==> src/rtl/pingpong_counter_if.sv <==
// Control and status bundle for pingpong_counter: run/rate/load controls in,
// registered count, direction and strobes out.
interface pingpong_counter_if #(
  parameter int unsigned WIDTH = 4
);
  logic             x;
  logic             en;
  logic             load;
  logic [WIDTH-1:0] load_val;
  logic [WIDTH-1:0] counter;
  logic             mode;
  logic             tick;
  logic             bounce;

  modport master (
    output x, en, load, load_val,
    input  counter, mode, tick, bounce
  );

  modport slave (
    input  x, en, load, load_val,
    output counter, mode, tick, bounce
  );
endinterface

==> src/rtl/pingpong_counter.sv <==
// Bouncing up/down counter between MIN_VAL and MAX_VAL, stepped by an internal
// two-rate prescaler strobe; synchronous clamped load and tick/bounce strobes.
module pingpong_counter #(
  parameter int unsigned WIDTH    = 4,
  parameter int unsigned MIN_VAL  = 0,
  parameter int unsigned MAX_VAL  = 2**WIDTH - 1,
  parameter int unsigned FAST_DIV = 1,
  parameter int unsigned SLOW_DIV = 50
) (
  input logic               clk_1,
  input logic               rst,
  pingpong_counter_if.slave bus
);
  localparam int unsigned MAX_DIV = (FAST_DIV > SLOW_DIV) ? FAST_DIV : SLOW_DIV;
  localparam int unsigned PW      = $clog2(MAX_DIV + 1);

  localparam logic [WIDTH-1:0] MIN_V = WIDTH'(MIN_VAL);
  localparam logic [WIDTH-1:0] MAX_V = WIDTH'(MAX_VAL);

  logic [WIDTH-1:0] cnt_q;
  logic             mode_q;
  logic             tick_q;
  logic             bounce_q;
  logic [PW-1:0]    presc_q;
  logic             x_q;
  // x_q only becomes a valid reference after its first capture, so a rate
  // input held through reset does not count as a change on release.
  logic             x_seen_q;

  logic [PW-1:0]    div_m1;
  logic             x_chg;
  logic [WIDTH-1:0] load_clamped;

  assign div_m1 = bus.x ? PW'(FAST_DIV - 1) : PW'(SLOW_DIV - 1);
  assign x_chg  = x_seen_q & (bus.x ^ x_q);

  always_comb begin
    load_clamped = bus.load_val;
    if (bus.load_val <= MIN_V) begin
      load_clamped = MIN_V;
    end else if (bus.load_val >= MAX_V) begin
      load_clamped = MAX_V;
    end
  end

  always_ff @(posedge clk_1 or posedge rst) begin
    if (rst) begin
      cnt_q    <= MIN_V;
      mode_q   <= 1'b0;
      tick_q   <= 1'b0;
      bounce_q <= 1'b0;
      presc_q  <= '0;
      x_q      <= 1'b0;
      x_seen_q <= 1'b0;
    end else begin
      tick_q   <= 1'b0;
      bounce_q <= 1'b0;
      if (bus.load) begin
        cnt_q    <= load_clamped;
        presc_q  <= '0;
        x_q      <= bus.x;
        x_seen_q <= 1'b1;
      end else if (bus.en) begin
        x_q      <= bus.x;
        x_seen_q <= 1'b1;
        if (x_chg) begin
          presc_q <= '0;
        end else if (presc_q == div_m1) begin
          presc_q <= '0;
          tick_q  <= 1'b1;
          // Reaching a bound costs one dwell step that only flips direction.
          if (!mode_q) begin
            if (cnt_q == MAX_V) begin
              mode_q   <= 1'b1;
              bounce_q <= 1'b1;
            end else begin
              cnt_q <= cnt_q + WIDTH'(1);
            end
          end else begin
            if (cnt_q == MIN_V) begin
              mode_q   <= 1'b0;
              bounce_q <= 1'b1;
            end else begin
              cnt_q <= cnt_q - WIDTH'(1);
            end
          end
        end else begin
          presc_q <= presc_q + PW'(1);
        end
      end
    end
  end

  assign bus.counter = cnt_q;
  assign bus.mode    = mode_q;
  assign bus.tick    = tick_q;
  assign bus.bounce  = bounce_q;
endmodule

==> src/flat_wrapper.sv <==
// flat-port wrapper written by rule: the top's interface ports become plain ports
module pingpong_counter_flat 
#(
  parameter int unsigned WIDTH    = 4,
  parameter int unsigned MIN_VAL  = 0,
  parameter int unsigned MAX_VAL  = 2**WIDTH - 1,
  parameter int unsigned FAST_DIV = 1,
  parameter int unsigned SLOW_DIV = 50
)
  (clk_1, rst, bus_x, bus_en, bus_load, bus_load_val, bus_counter, bus_mode, bus_tick, bus_bounce);
  pingpong_counter_if #(.WIDTH(WIDTH)) bus_i ();
  input logic clk_1;
  input logic rst;
  input wire logic [$bits(bus_i.x)-1:0] bus_x;
  input wire logic [$bits(bus_i.en)-1:0] bus_en;
  input wire logic [$bits(bus_i.load)-1:0] bus_load;
  input wire logic [$bits(bus_i.load_val)-1:0] bus_load_val;
  output wire logic [$bits(bus_i.counter)-1:0] bus_counter;
  output wire logic [$bits(bus_i.mode)-1:0] bus_mode;
  output wire logic [$bits(bus_i.tick)-1:0] bus_tick;
  output wire logic [$bits(bus_i.bounce)-1:0] bus_bounce;
  assign bus_i.x = bus_x;
  assign bus_i.en = bus_en;
  assign bus_i.load = bus_load;
  assign bus_i.load_val = bus_load_val;
  assign bus_counter = bus_i.counter;
  assign bus_mode = bus_i.mode;
  assign bus_tick = bus_i.tick;
  assign bus_bounce = bus_i.bounce;
  pingpong_counter #(.WIDTH(WIDTH), .MIN_VAL(MIN_VAL), .MAX_VAL(MAX_VAL), .FAST_DIV(FAST_DIV), .SLOW_DIV(SLOW_DIV)) u_core (.clk_1(clk_1), .rst(rst), .bus(bus_i));
endmodule
==> config.mk <==
export PLATFORM = sky130hd
export DESIGN_NAME = pingpong_counter_flat
export DESIGN_NICKNAME = d
export VERILOG_FILES = /design/src/rtl/pingpong_counter_if.sv /design/src/rtl/pingpong_counter.sv /design/src/flat_wrapper.sv
export SDC_FILE = /design/constraint.sdc
export NUM_CORES = 1
export LEC_CHECK = 0
export BUFFER_PORTS_ARGS = -buffer_cell sky130_fd_sc_hd__buf_2
export CORE_MARGIN = 2
export CORE_UTILIZATION = 48
export CTS_CLUSTER_SIZE = 16
export DETAILED_ROUTE_END_ITERATION = 10
export PLACE_DENSITY = 0.73
export SYNTH_ARGS = -nofsm -noshare
export SYNTH_HDL_FRONTEND = slang
export SYNTH_SLANG_ARGS = --single-unit
==> constraint.sdc <==
create_clock -name clk_1 -period 1.63 [get_ports clk_1]
set_input_delay 0 -clock clk_1 [delete_from_list [all_inputs] [get_ports clk_1]]
set_output_delay 0 -clock clk_1 [all_outputs]
set_load 0.03 [all_outputs]
==> run_results.csv <==
group,metric,value,unit
outcome,status,"finished with violations",
synthesis,ys_seq_elements,15,
synthesis,async_flop_share,1.00,
sta,fin_crit_sh,1.03,
die,pin_count,16,
finish,fillers,140,
job,maxCapViolations,0,
clock_network,cts_tree,"yes",
die,die_w,47.3,um
place,placed_cells,125,
grt,grt_pass1_wl,2.92,mm
die,initial_utilization,0.516,
die,rows,15,
worst_hold_path,min_path_cells,2,
grt,gr-total-overflow,0,
sta,setup_viol_count_final,2,
detailed_routing,vias,714,
power_and_ir_drop,ir_worst_vdd,0.000635,V
detailed_routing,antenna_left,0,
synthesis,yosysTopAreaCellShare,0.417,
clock_network,cts_root_buf,"clkbuf_4",
place,place.gp.congestion,0.799,
finish,drive_above_1_share,0.378,
finish,stdcell_count,136,
detailed_routing,drcViolationCount,0,
detailed_routing,viasPerCell,5.25,
detailed_routing,finalWirelength,1.80,mm
clock_network,clk_latency,0.28,ns
synthesis,synthFlopType,"dfrtp_1",
place,io_buffers,15,
sta,hold_viol,0,
sta,slew_headroom,0.629,
worst_hold_path,holdCritPathClass,"input pin to register",
finish,antenna_cells,0,
clock_network,cts.clk_slew.worst_paths,0.09,ns
synthesis,ys_warn_count,0,
die,die_h,47.3,um
synthesis,syn-num-nets,98,
grt,grt_max_degree,16,
finish,area_growth,27.9,%
clock_network,cts_max_level,1,
power_and_ir_drop,power,856,uW
sta,drv_slew,0,
synthesis,synthTopCellsByArea,"dfrtp_1, ha_1, xnor2_1",
worst_hold_path,min_to,"u_core.x_q$_DFFE_PP0P_",
critical_path,r2r_slack,-0.06,ns
critical_path,reg2reg_to,"u_core.bus.counter[1]$_DFFE_PP0P_",
critical_path,cp_max_fo,4,
critical_path,critPathKind,"register to register",
critical_path,cp.required,1.80,ns
synthesis,syn_area_per_cell,10.6,um2
critical_path,cp_slowest_cell,"dfrtp_1",
grt,antenna_found_initial,0,
detailed_routing,drt_pass1_iterations,6,
critical_path,cp.arrival,1.85,ns
clock_network,cts_max_path_buffers,2,
synthesis,syn_area,901,um2
critical_path,r2r-start,"u_core.presc_q[5]$_DFFE_PP0P_",
clock_network,numCtsBuffers,3,
die,die_area,2240,um2
clock_network,clock_sinks,15,
synthesis,synth_edf_count,0,
sta,worst_slack,-0.0568,ns
sta,period_minus_slack,1.69,ns
critical_path,max_stage_delay,0.42,ns
sta,tightest_slew,0.556,ns
detailed_routing,drt-initial-drc-count,20,
place,hpwlAfterDp,1.28,mm
critical_path,cp-end-kind,"register",
grt,grt_usage,0.195,
finish,final_nets,125,
synthesis,syn_inst,85,
critical_path,r2r_cells,6,
synthesis,yosysSeqAreaShare,0.417,
outcome,violations,"setup timing",
sta,rsz0062_at_grt,"yes",
power_and_ir_drop,p_per_area,743,nW/um2
synthesis,yosysTopAreaCell,"dfrtp_1",
power_and_ir_drop,p_leak,0.552,nW
grt,grt_pass1_vias,681,
critical_path,start_kind,"register",
worst_hold_path,hp-start,"bus_x",
detailed_routing,post_drt_wl_per_cell,13.2,um
sta,skew,0.00323,ns
critical_path,crit_path_cell_trace,"buf_6, and4b_1, o211a_1, and3_4, mux2i_1, mux2_4",
sta,max_freq,0.593,GHz
die,core_area,1750,um2
synthesis,ys_types,34,
[synthesized netlist by cell type, types with 2 or more instances]
cell / instances
dfrtp_1: 15
nor2_1: 7
inv_1: 5
nand2_1: 5
a21oi_1: 4
o21ai_0: 4
xnor2_1: 4
xor2_1: 4
buf_6: 3
ha_1: 3
and2b_1: 2
and3_1: 2
mux2i_1: 2
nand3_1: 2
o2111ai_1: 2
o21ai_1: 2
or3_1: 2
[cell type report]
class | count | area, um2 | area share
inverter | 5 | 18.8 | 0.0163
clock buffer | 4 | 26.3 | 0.0228
timing repair buffer | 25 | 170 | 0.148
multi-input combinational | 62 | 524 | 0.455
sequential | 15 | 382 | 0.331
tap | 25 | 31.3 | 0.0271
[cells in the final DEF, fill, tap and decap left out, types with 3 or more instances in the layout]
cell type / count
buf_2: 15
buf_4: 3
clkbuf_4: 3
dfrtp_1: 10
dfrtp_2: 5
dlygate4sd3_1: 5
inv_1: 5
nand2_1: 5
nor2_1: 7
o21ai_0: 4
xnor2_1: 3
xor2_1: 4
[power breakdown]
| group | leakage, nW | switching, mW | internal, mW | total, mW |
|---|---|---|---|---|
| sequential | 0.183 | 0.0273 | 0.392 | 0.420 |
| clock | 0.0150 | 0.114 | 0.0949 | 0.209 |
| combinational | 0.354 | 0.124 | 0.104 | 0.228 |
[registers in the layout, summed over array words and instances (netlist names)]
register and count:
u_core.bus.bounce 1, u_core.bus.counter 4, u_core.bus.mode 1, u_core.bus.tick 1, u_core.presc_q 6, u_core.x_q 1, u_core.x_seen_q 1
[logic make-up after synthesis]
| family | share of synthesized area |
|---|---|
| buf+inv | 0.0583 |
| flops | 0.417 |
| xor+xnor | 0.0778 |
| simple gates | 0.189 |
| compound gates | 0.143 |
| mux | 0.0514 |
| fa+ha+maj | 0.0639 |
[worst max path at each step]
stage / startpoint / to / slack [ns] / cells past startpoint
floorplan: u_core.bus.counter[1]$_DFFE_PP0P_ / u_core.bus.counter[3]$_DFFE_PP0P_ / -0.02 / 6
global placement: u_core.presc_q[0]$_DFFE_PP0P_ / u_core.bus.counter[1]$_DFFE_PP0P_ / -0.02 / 5
detailed placement: u_core.presc_q[4]$_DFFE_PP0P_ / u_core.bus.counter[1]$_DFFE_PP0P_ / -0.06 / 5
CTS: u_core.presc_q[0]$_DFFE_PP0P_ / u_core.bus.counter[1]$_DFFE_PP0P_ / -0.04 / 5
global route: u_core.presc_q[5]$_DFFE_PP0P_ / u_core.bus.counter[1]$_DFFE_PP0P_ / -0.12 / 6
finish: u_core.presc_q[5]$_DFFE_PP0P_ / u_core.bus.counter[1]$_DFFE_PP0P_ / -0.06 / 6
[timing repair]
item	CTS	global route
hold buffers	5	0
gates resized for setup	2	6
cloned	0	0
endpoints found under the hold margin	19	0
setup buffers	2	0
pin swaps	3	2
endpoints found under the setup margin	3	4
[stage by stage]
stage / instance area (um2) / hold WS [ns] / setup WS (ns) / TNS, ns / utilization
after floorplan: 916 / -0.0989 / -0.0169 / -0.0169 / -
after global placement: 1010 / 0.0750 / -0.0194 / -0.0194 / 0.579
after detailed placement: 1010 / 0.0834 / -0.0565 / -0.0791 / 0.579
after CTS: 1110 / 0.0147 / -0.0446 / -0.0843 / 0.637
after global routing: 1150 / 0.0312 / -0.118 / -0.357 / 0.660
final: 1150 / 0.0376 / -0.0568 / -0.0595 / 0.660
[metal layers]
| layer | up-vias | routed length (um) | global-route usage |
|---|---|---|---|
| met1 | 342 | 843 | 0.257 |
| met5 | - | 0 | 0 |
| met2 | 20 | 840 | 0.292 |
| met4 | 0 | 19 | 0.0889 |
| li1 | 350 | - | - |
| met3 | 2 | 96 | 0.0615 |
[worst max-delay path, delay by kind of cell, from the launching register on]
family          cells  cell delay, ns
flops               1            0.42
mux                 2            0.38
simple gates        2            0.36
compound gates      1            0.27
buf+inv             1            0.13
(Power assumes the default switching activity.)
